--- src/rtl/mem_arb_pkg.sv ---
//==============================================================================
// Module      : mem_arb_pkg
// Description : State/grant encodings and default latencies for the
//               fetch/data memory port arbiter.
// Revision    : 1.0 - initial release
//==============================================================================
`default_nettype none

package mem_arb_pkg;

    localparam logic [1:0] c_IDLE  = 2'd0;
    localparam logic [1:0] c_IF_RD = 2'd1;
    localparam logic [1:0] c_D_RD  = 2'd2;
    localparam logic [1:0] c_D_WR  = 2'd3;

    localparam logic c_GNT_IF = 1'b0;
    localparam logic c_GNT_D  = 1'b1;

    localparam int c_READ_LAT  = 4;
    localparam int c_WRITE_LAT = 8;

endpackage

`default_nettype wire

--- src/rtl/mem_port_arbiter_access_timer.sv ---
//==============================================================================
// Module      : access_timer
// Description : 4-bit access-cycle counter; load starts at 1, done flags
//               the final access cycle (count equals programmed latency).
// Revision    : 1.0 - initial release
//==============================================================================
`default_nettype none

module access_timer (
    input  logic       clk,
    input  logic       rst,
    input  logic       i_load,
    input  logic       i_en,
    input  logic [3:0] i_lat,
    output logic       o_done
);

    logic [3:0] r_cnt;

    always_ff @(posedge clk) begin
        if (rst) begin
            r_cnt <= 4'd0;
        end else if (i_load) begin
            r_cnt <= 4'd1;
        end else if (i_en) begin
            r_cnt <= r_cnt + 4'd1;
        end
    end

    assign o_done = (r_cnt == i_lat);

endmodule

`default_nettype wire

--- src/rtl/mem_port_arbiter.sv ---
//==============================================================================
// Module      : mem_port_arbiter
// Description : Round-robin sharing of one multi-cycle memory between the
//               instruction-fetch port and the load/store data port.
// Revision    : 1.0 - initial release
//==============================================================================
`default_nettype none

module mem_port_arbiter
    import mem_arb_pkg::*;
#(
    parameter int AW        = 32,
    parameter int DW        = 32,
    parameter int READ_LAT  = c_READ_LAT,
    parameter int WRITE_LAT = c_WRITE_LAT
) (
    input  logic          clk,
    input  logic          rst,
    input  logic          if_req,
    input  logic [AW-1:0] if_addr,
    output logic [DW-1:0] if_rdata,
    output logic          if_stall,
    input  logic          d_read,
    input  logic          d_write,
    input  logic [AW-1:0] d_addr,
    input  logic [DW-1:0] d_wdata,
    output logic [DW-1:0] d_rdata,
    output logic          d_stall,
    output logic          mem_read,
    output logic          mem_write,
    output logic [AW-1:0] mem_addr,
    output logic [DW-1:0] mem_wd,
    input  logic [DW-1:0] mem_rd
);

    localparam logic [3:0] c_RD_LAT = 4'(READ_LAT);
    localparam logic [3:0] c_WR_LAT = 4'(WRITE_LAT);

    logic [1:0]    r_state;
    logic          r_last_grant;
    logic          r_if_ack;
    logic          r_d_ack;
    logic [DW-1:0] r_if_rdata;
    logic [DW-1:0] r_d_rdata;
    logic          r_mem_read;
    logic          r_mem_write;
    logic [AW-1:0] r_mem_addr;
    logic [DW-1:0] r_mem_wd;

    logic          w_if_elig;
    logic          w_d_elig;
    logic          w_grant;
    logic          w_grant_d;
    logic          w_busy;
    logic          w_done;
    logic [3:0]    w_lat;

    // A port whose ack is high this cycle is still showing the old request.
    assign w_if_elig = if_req & ~r_if_ack;
    assign w_d_elig  = (d_read | d_write) & ~r_d_ack;
    assign w_grant   = (r_state == c_IDLE) & (w_if_elig | w_d_elig);
    assign w_grant_d = w_d_elig & (~w_if_elig | (r_last_grant == c_GNT_IF));
    assign w_busy    = (r_state != c_IDLE);
    assign w_lat     = (r_state == c_D_WR) ? c_WR_LAT : c_RD_LAT;

    access_timer u_timer (
        .clk    (clk),
        .rst    (rst),
        .i_load (w_grant),
        .i_en   (w_busy & ~w_done),
        .i_lat  (w_lat),
        .o_done (w_done)
    );

    always_ff @(posedge clk) begin
        if (rst) begin
            r_state      <= c_IDLE;
            r_last_grant <= c_GNT_D;
            r_if_ack     <= 1'b0;
            r_d_ack      <= 1'b0;
            r_if_rdata   <= '0;
            r_d_rdata    <= '0;
            r_mem_read   <= 1'b0;
            r_mem_write  <= 1'b0;
            r_mem_addr   <= '0;
            r_mem_wd     <= '0;
        end else begin
            r_if_ack <= 1'b0;
            r_d_ack  <= 1'b0;
            if (r_state == c_IDLE) begin
                if (w_grant) begin
                    if (w_grant_d) begin
                        r_last_grant <= c_GNT_D;
                        r_mem_addr   <= d_addr;
                        r_mem_wd     <= d_wdata;
                        // Simultaneous read and write is treated as a write.
                        if (d_write) begin
                            r_state     <= c_D_WR;
                            r_mem_write <= 1'b1;
                        end else begin
                            r_state    <= c_D_RD;
                            r_mem_read <= 1'b1;
                        end
                    end else begin
                        r_last_grant <= c_GNT_IF;
                        r_mem_addr   <= if_addr;
                        r_state      <= c_IF_RD;
                        r_mem_read   <= 1'b1;
                    end
                end
            end else if (w_done) begin
                r_state     <= c_IDLE;
                r_mem_read  <= 1'b0;
                r_mem_write <= 1'b0;
                if (r_state == c_IF_RD) begin
                    r_if_rdata <= mem_rd;
                    r_if_ack   <= 1'b1;
                end else if (r_state == c_D_RD) begin
                    r_d_rdata <= mem_rd;
                    r_d_ack   <= 1'b1;
                end else begin
                    r_d_ack <= 1'b1;
                end
            end
        end
    end

    assign if_stall  = if_req & ~r_if_ack;
    assign d_stall   = (d_read | d_write) & ~r_d_ack;
    assign if_rdata  = r_if_rdata;
    assign d_rdata   = r_d_rdata;
    assign mem_read  = r_mem_read;
    assign mem_write = r_mem_write;
    assign mem_addr  = r_mem_addr;
    assign mem_wd    = r_mem_wd;

endmodule

`default_nettype wire

--- config.mk ---
export PLATFORM = sky130hd
export DESIGN_NAME = mem_port_arbiter
export DESIGN_NICKNAME = d
export VERILOG_FILES = /design/src/rtl/mem_arb_pkg.sv /design/src/rtl/mem_port_arbiter_access_timer.sv /design/src/rtl/mem_port_arbiter.sv
export SDC_FILE = /design/constraint.sdc
export NUM_CORES = 1
export LEC_CHECK = 0
export CAP_MARGIN = 0
export CORE_ASPECT_RATIO = 1.25
export CORE_MARGIN = 2
export CORE_UTILIZATION = 43
export CTS_CLUSTER_DIAMETER = 50
export DETAILED_ROUTE_END_ITERATION = 8
export PLACE_DENSITY = 0.88
export RECOVER_POWER = 25
export SLEW_MARGIN = 10
export SYNTH_ARGS = -nofsm -noshare
export SYNTH_HDL_FRONTEND = slang
export SYNTH_HIERARCHICAL = 1
export SYNTH_SLANG_ARGS = --single-unit
--- constraint.sdc ---
create_clock -name clk -period 3.3 [get_ports clk]
set_input_delay 0.66 -clock clk [delete_from_list [all_inputs] [get_ports clk]]
set_output_delay 0.66 -clock clk [all_outputs]
set_load 0.005 [all_outputs]
Word level (Yosys, flattened, before mapping). Index checks and enable logic that the tools add are counted.

Flip-flop bits (word level): 139. Latch bits: 0. RAM bits: 0. Memory bits (read-only): 0. Input bits: 133. Output and inout port bits: 132. Memories: 0.

Add/subtract/negate cells: 1. Multipliers: 0. Divide/modulo/power cells: 0. Magnitude comparators: 0. Eq/ne operators: 8. Shifts and indexed selects: 0. Mux-type cells: 21. Bitwise gates (word level): 15. Reduce and logical (&&, ||, !) cells: 13.

Operators by type and width (number): $mux W32 (1); $mux W1 (15); $reduce_and A3 Y1 (3); $mux W2 (4); $reduce_and A4 Y1 (2); $not A1 Y1 (7); $reduce_bool A2 Y1 (3); $and A1 B1 Y1 (5); $add A4 B1 Y4 const B (1); $eq A2 B2 Y1 const B (2); $eq A4 B4 Y1 (1); $mux W4 (1); $ne A2 B2 Y1 const B (2); $reduce_and A2 Y1 (2); $ne A3 B3 Y1 const B (1); $or A1 B1 Y1 (3); $reduce_or A3 Y1 (1); $eq A2 B1 Y1 const B (1); $logic_not A2 Y1 (1); $ne A2 B1 Y1 const B (1); $reduce_or A2 Y1 (1).

Longest topological paths before layout. Gate-level depths: netlist (run 1).

Word-level depth: 8. Gate-level depth with buffers: 11. Depth with buffers taken out: 8.

Modules after synthesis. Netlist (run 1), hierarchy kept.

By module, submodules not included: mem_port_arbiter (times used 1, cells an instance 634, area each 5129.9 um2); access_timer (times used 1, cells an instance 22, area each 221.5 um2).

Worst setup path before layout (run 1). OpenSTA, ideal clock, no wires.

Path kind: register to register. From: register r_state[0]. To: register r_d_rdata[12], in the netlist d_rdata[12]. Data arrival time: 1975 ps. Path slack: 1193 ps. Stages on the path, launching flop included: 12. Cells stage by stage: dfxtp_1 -> buf_2 -> nand2_1 -> inv_1 -> xor2_1 -> nor4_1 -> nand2_1 -> or2_1 -> clkbuf_1 -> buf_2 -> nand2_1 -> a21oi_1.

Longest elaborated chain between the ends: 4. Elaborated cells between the ends (all ways): 9. Those cells by class: eq/ne (4); mux (1); bitwise (2); reduce/logical (2).

RTL lines: from (decl) (line mem_port_arbiter.sv:39) `logic [1:0] r_state;`; from (signal assigned) (line mem_port_arbiter.sv:77) `r_state <= c_IDLE;`; from (signal assigned) (line mem_port_arbiter.sv:98) `r_state <= c_D_WR;`; from (signal assigned) (line mem_port_arbiter.sv:101) `r_state <= c_D_RD;`; $eq A2 B2 Y1 (line mem_port_arbiter.sv:64) `assign w_lat = (r_state == c_D_WR) ? c_WR_LAT : c_RD_LAT;`; $mux W4 (line mem_port_arbiter.sv:64); named net w_lat[2] (line mem_port_arbiter.sv:56) `logic [3:0] w_lat;`; $eq A4 B4 Y1 (line mem_port_arbiter_access_timer.sv:30) `assign o_done = (r_cnt == i_lat);`; named net w_done (line mem_port_arbiter.sv:55) `logic w_done;`; $reduce_and A4 Y1 (no line); to (signal assigned) (line mem_port_arbiter.sv:119) `r_d_rdata <= mem_rd;`; to (decl) (line mem_port_arbiter.sv:44) `logic [DW-1:0] r_d_rdata;`.

The timed path passes the listed nets, and every way through them passes these cells. A chain may end at the register's enable or synchronous reset.

Final worst setup path (run 1).
From: input d_write. To: register r_mem_wd[3], in the netlist mem_wd[3].

Longest elaborated chain between the ends: 5. Elaborated cells between the ends (all ways): 6. Those cells by class: bitwise (5); reduce/logical (1).

RTL lines: from (decl) (line mem_port_arbiter.sv:24) `input logic d_write,`; $or A1 B1 Y1 (*) (line mem_port_arbiter.sv:60) `assign w_d_elig = (d_read | d_write) & ~r_d_ack;`; $and A1 B1 Y1 (*) (line mem_port_arbiter.sv:60); $or A1 B1 Y1 (line mem_port_arbiter.sv:61) `assign w_grant = (r_state == c_IDLE) & (w_if_elig | w_d_elig);`; $and A1 B1 Y1 (line mem_port_arbiter.sv:61); $reduce_and A3 Y1 (no line) (*); to (signal assigned) (line mem_port_arbiter.sv:95) `r_mem_wd <= d_wdata;`; to (decl) (line mem_port_arbiter.sv:48) `logic [DW-1:0] r_mem_wd;`.

Every way passes the cells marked *; elsewhere a longest branch is shown, timed or not.

==> results of run 1 <==
==> metrics by stage <==
step           instances  setup slack, ns
2_1_floorplan        657             1.19
3_3_place_gp        1047            0.698
3_5_place_dp        1047            0.674
4_1_cts             1079            0.662
5_1_grt             1079            0.209
6_report            1079            0.440
==> cell usage in the layout (no fill, tap or decap), drive strengths merged, types with 2 or more instances in the layout <==
cell type and n:
xor2 4, inv 7, a21oi 132, dfxtp 139
nand2 228, buf 10, clkbuf 22, nor3 2
bufinv 5, clkinv 3, nor2 38, o21ai 3
nand3b 3, clkdlybuf4s50 228, conb 2, dlygate4sd3 35
nand2b 2, a211oi 33
==> cells by family after synthesis <==
| kind of cell | count (synthesis) | share of synthesized area |
|---|---|---|
| muxes | 2 | 0.00397 |
| other | 1 | 0.000701 |
| xor gates and xnor gates | 5 | 0.00818 |
| buffers and inverters | 53 | 0.0470 |
| DFF | 139 | 0.520 |
| adders and majority gates | 1 | 0.00234 |
| AOI/OAI and AO/OA | 173 | 0.210 |
| and+or+nand+nor | 282 | 0.207 |
==> final cells by class <==
type                       instances  area (µm²)  share of cell area
sequential                       139        2780               0.320
timing repair buffer             276        2730               0.314
multi-input combinational        465        2320               0.266
clock buffer                      19         443              0.0509
clock inverter                    13         211              0.0243
tap                              164         205              0.0236
inverter                           3        11.3             0.00129
==> worst max path at each step <==
stage	to	cells past startpoint	start
global placement	d_stall	3	d_write
detailed placement	if_stall	3	if_req
CTS	if_stall	3	if_req
global route	mem_wd[30]$_SDFFE_PP0P_	6	d_write
floorplan	d_rdata[12]$_SDFFE_PP0P_	11	r_state[0]$_SDFFE_PP0P_
finish	mem_wd[3]$_SDFFE_PP0P_	6	d_write
==> critical path, stage by stage <==
cell,delay (ns)
clkdlybuf4s50_1,0.53
o21ba_1,0.37
and3_1,0.21
clkbuf_1,1.05
nand2_1,0.17
a21oi_1,0.18
==> report_power, final <==
| group | switching [mW] | total [mW] | internal (mW) | leakage [nW] |
|---|---|---|---|---|
| clock network | 0.738 | 2.11 | 1.37 | 0.319 |
| registers | 0.0722 | 1.88 | 1.81 | 1.13 |
| logic | 0.443 | 0.926 | 0.483 | 1.78 |
| total | 1.25 | 4.91 | 3.66 | 3.23 |
==> per-layer routing <==
layer / vias up / GRT usage / part of all wire
met5: - / 0 / 0
met4: 0 / 0.111 / 0.024
met3: 26 / 0.0755 / 0.077
met2: 217 / 0.446 / 0.51
met1: 2530 / 0.282 / 0.39
li1: 2661 / - / -
==> synth_stat cells <==
cell      number  area (µm²)
mux2i_1        1        10.0
buf_1          1        3.75
xor2_1         4        35.0
nand3_1        1        5.00
a211o_1        1        8.76
mux2_1         1        11.3
xnor2_1        1        8.76
nor3_1         2        10.0
o21ba_4        1        16.3
nand2_1      228         856
dfxtp_1      139        2780
buf_6          1        11.3
a21o_1         1        7.51
nand4_1        1        6.26
a211oi_2      28         350
a21oi_1      132         661
or2_1          1        6.26
nor3b_1        1        7.51
buf_2         18        90.1
a32oi_1        1        8.76
and3_1         1        6.26
o21ai_1        1        5.00
a21bo_2        1        10.0
clkbuf_1      24        90.1
nand3b_1       3        22.5
nor2_1        37         139
and3b_1        1        8.76
ha_1           1        12.5
buf_4          6        45.0
nand2b_1       2        12.5
inv_1          2        7.51
o21ai_0        1        5.00
conb_1         1        3.75
a211oi_1       5        37.5
nor4_1         1        6.26
nor2b_1        1        6.26
and2_1         1        6.26
nor2_4         1        11.3
o21ai_4        1        16.3
inv_2          1        3.75
==> registers in the layout, summed over array words and instances (netlist names), 2 cells and up <==
register,cells
d_rdata,32
if_rdata,32
mem_addr,32
mem_wd,32
r_state,2
u_timer/r_cnt,4
==> out/metrics.cfg, run 1 <==
[routing]
wl_per_cell_um=15.8
ant_nets=0
drt_first_pass_iters=5
finalWirelength_mm=17.0
viasPerCell=5.04
drtIter0Drc=279
drc_errors=0
vias=5434

[cells_and_area]
n_antenna_cell=0
nets=1036
area_growth_pct=62.6
final_area_um2=8700
layout-drive-gt1-share=0.0809
fill_cells=969
post-route-util=0.716

[sta]
fin_tns_setup_ns=0
timing.final.crit_share=0.867
rsz0062_at_grt=false
finalSetupViolCount=0
slew_violations=0
fmax_mhz=350
hold_viol=0
slew_headroom=0.0264
skew_ns=0.0109
fin_crit_ns=2.86
holdWs_ns=0.449
tightest_slew_ns=1.46

[worst_setup_path]
endpoint_kind=flip-flop
worst-path-max-fanout=33
worstSetupPathType=input port to flip-flop
r2r_end=d_rdata[19]$_SDFFE_PP0P_
r2r_slack_ns=0.67
start_kind=input port
reg2reg_from=r_state[0]$_SDFFE_PP0P_
worstPathRequired_ns=3.63
reg2reg_depth=9
arrival_ns=3.19

[yosys]
ys_ff_latch=139
synth_warnings=6
netlist_instances=656
netlist_area_um2=5350
yosys.cell_types.count=40
seq_area_frac_synth=0.520
avgSynthCellArea_um2=8.16

[floorplan]
dieHeight_um=129
die-area_um2=13400
die_w_um=104
io_pins=265
start_util=0.440
row_count=45
core_um2=12200

[cts]
tritoncts=built
clkLatencyLatePin_ns=0.41
cts_max_level=4
cts-root-buf=clkbuf_16
cts.repair.resized=0
clk_pin_slew_ns=0.06
cts.path.max_buffers=2
cts_hold_buf=0
cts_setup_buffers=0
numClockSinks=139
cts_buffers=17

[placement]
port_buffers=264
gp_congestion=0.800
placed_area_um2=8070
hpwl_mm=11.7

[power]
peakVddDrop_mv=0.326
power_density_nw_per_um2=565
power_mw=4.91
cellLeakagePower_nw=3.23

[run_status]
status=complete, no violations

[hold_path]
min_path_cells=2
hold_path_end=mem_wd[6]$_SDFFE_PP0P_
hold_class=flip-flop to flip-flop
hold_start=mem_wd[6]$_SDFFE_PP0P_

[grt]
grtUsageTotal=0.252
grt_pass1_wl_mm=26.9
antenna_found_initial=0
first_global_vias=5362
overflow=0
grt_max_degree=69

[run]
cap_viol_max_count=0

No activity file was read; power rests on OpenSTA's default activity.
==> inputs of run 2 (changes only) <==
CTS_CLUSTER_SIZE = 24   (was default)
SETUP_SLACK_MARGIN = 0.2   (was default)
==> results of run 2 <==
Final layout, timing and power as in run 1 (identical DEF).
==> patch (config.mk and constraints of run 2) <==
The parameter `DW` goes from 32 to 64.
--- a/src/rtl/mem_port_arbiter.sv
+++ b/src/rtl/mem_port_arbiter.sv
@@ -10,7 +10,7 @@
     import mem_arb_pkg::*;
 #(
     parameter int AW        = 32,
-    parameter int DW        = 32,
+    parameter int DW        = 64,
     parameter int READ_LAT  = c_READ_LAT,
     parameter int WRITE_LAT = c_WRITE_LAT
 ) (
Ports: changed (5 resized); port bits go from 265 to 425. The function was not compared with the original's and may differ.
==> patch against run 2 <==
Synthesized area rose by 63%. Sequential cell count rose by 96. Die area rose by 61%. Combinational power rose by 32%. Largest power group is now registers. Total power rose by 42%. Setup slack improved by 0.12 ns. Wire length rose by 75%. Final area rose by 57%.
==> patch: results (changes against run 2) <==
[metrics] Setup Buffers After CTS: 0 (unchanged)
[metrics] met2 layer wire length in the routed design: 15.0 mm (+72%)
[metrics] Placer Congestion: 0.809 (+1.2%)
[metrics] worst min path class: register to register
[metrics] number of buffers created by CTS: 21 (+4)
[metrics] arrival time worst endpoint: 2.08 ns (-1.11 ns)
[metrics] cell leakage power: 5.04 nW (+56%)
[metrics] layout cell share with drive strength beyond 1: 4.97% (-3.1 points)
[metrics] antenna violations before repair: 2 (+2)
[metrics] number of port buffers: 424 (+61%)
[metrics] vias in the first global route: 8745 (+63%)
[metrics] depth of the most critical reg-to-reg path: 10 (+1)
[metrics] cell area reported after detailed placement: 0.0130 sq mm (+61%)
[metrics] clock edge transition at the registers on the reported setup and hold paths: 0.07 ns
[metrics] maximum number of pins on one net before global-route repair: 98 (+42%)
[metrics] biggest area contributors in the synthesized netlist: sky130_fd_sc_hd__dfxtp_1, sky130_fd_sc_hd__nand2_1, sky130_fd_sc_hd__a21oi_1
[metrics] Worst Hold Path Cells: 2 (unchanged)
[metrics] DRT Wirelength: 29.8 mm (+75%)
[metrics] total track usage: 26.3% (+1.1 points)
[metrics] highest metal layer with signal wires: met5
[metrics] sequential cell area fraction in the yosys report: 53.9% (+1.9 points)
[metrics] post-cts repair resize count: 0 (unchanged)
[metrics] reg2reg setup slack: 0.63 ns (-0.04 ns)
[metrics] met3 wire length: 2.95 mm (+130%)
[metrics] library cell used as clock root buffer: sky130_fd_sc_hd__clkbuf_16
[metrics] Met1 Wirelength: 10.5 mm (+60%)
[metrics] per-cell routed wire length: 17.2 um (+8.9%)
[metrics] later-pin clock latency in the skew report: 0.51 ns (+0.10 ns)
[metrics] final setup skew: 0.0219 ns (+0.0109 ns)
[metrics] gate count after technology mapping: 1070 (+63%)
[metrics] routing usage on met1: 27.2% (-0.98 points)
[metrics] clock tree buffer depth: 3 (+1)
[metrics] most frequent cells after synthesis: sky130_fd_sc_hd__nand2_1, sky130_fd_sc_hd__dfxtp_1, sky130_fd_sc_hd__a21oi_1
[metrics] met2 usage: 47.3% (+2.6 points)
[metrics] Worst VDD drop: 531 uV (+63%)
[metrics] count of different cell masters after synthesis: 39 (-2.5%)
[metrics] Setup TNS Final: 0 ns (unchanged)
[metrics] met3 capacity usage during global routing: 10.3% (+2.7 points)
[metrics] Yosys warning count: 6 (unchanged)
[metrics] number of H-tree levels: 1 (-3)
[metrics] largest fanout on the critical path: 6 (-82%)
[metrics] worst max-slew margin expressed relative to the limit: 30.4% (+28 points)
[metrics] antenna diode instance count: 0 (unchanged)
[metrics] fraction of synthesis flops using an asynchronous set or reset pin: 0% (unchanged)
[metrics] DP Wirelength: 20.8 mm (+78%)
[metrics] count of placed standard cells including taps: 1702 (+63%)
[metrics] global-route wire length before repair: 45.6 mm (+69%)
[metrics] switching power: 0.00196 W (+57%)
[metrics] result of the run: finished, final reports clean
[metrics] detailed-router iteration count before antenna repair: 4 (-1)
[metrics] number of violations reported at the end of detailed-routing iteration 0: 517 (+85%)
[metrics] # hold bufs at CTS: 0 (unchanged)
[metrics] DR vias/cell: 5.06 (+0.57%)
[patch: final timing paths]
check                            startpoint                        end
hold / removal    if_rdata[45]$_SDFFE_PP0P_  if_rdata[45]$_SDFFE_PP0P_
setup reg to reg    r_state[0]$_SDFFE_PP0P_   d_rdata[28]$_SDFFE_PP0P_
setup / recovery                    d_write                    d_stall
hold reg to reg   if_rdata[45]$_SDFFE_PP0P_  if_rdata[45]$_SDFFE_PP0P_
[patch: through the flow]
| step | setup slack (ns) | hold WS, ns | utilization [%] |
|---|---|---|---|
| 2_1_floorplan | 1.06 | 0.436 | - |
| 3_3_place_gp | 0.684 | 0.440 | 64.9 |
| 3_5_place_dp | 0.651 | 0.446 | 64.9 |
| 4_1_cts | 0.653 | 0.456 | 68.7 |
| 5_1_grt | 0.476 | 0.472 | 68.4 |
| 6_report | 0.562 | 0.451 | 68.4 |
[patch: power by group through the flow]
stage,registers [W],clock network [W],logic (W)
detailed placement,0.00317,0,0.00126
global placement,0.00316,0,0.00123
floorplan,0.00317,0,0.000551
global route,0.00312,0.00285,0.00132
CTS,0.00310,0.00274,0.00127
finish,0.00310,0.00268,0.00122
[patch: worst max-delay path, stage by stage]
cell                              delay (ns)
sky130_fd_sc_hd__dlygate4sd3_1          0.63
sky130_fd_sc_hd__o21ba_1                0.25
sky130_fd_sc_hd__clkdlybuf4s50_1        0.53
[patch: final cells by class]
class | count | area [sq um]
well taps | 270 | 338
repair buffers | 440 | 4420
fillers | 1527 | 6340
clock buffers | 23 | 543
flip-flops and latches | 235 | 4700
multi-input cells | 754 | 3450
inverters | 3 | 11.3
clock inverters | 14 | 224
[patch: cells by family after synthesis]
logic type	synth area share, %
xor+xnor	0.501
fa+ha+maj	0.143
simple gates	21.2
compound gates	18.0
other cells	0.0429
mux	0.244
flops	53.9
buf+inv	6.00
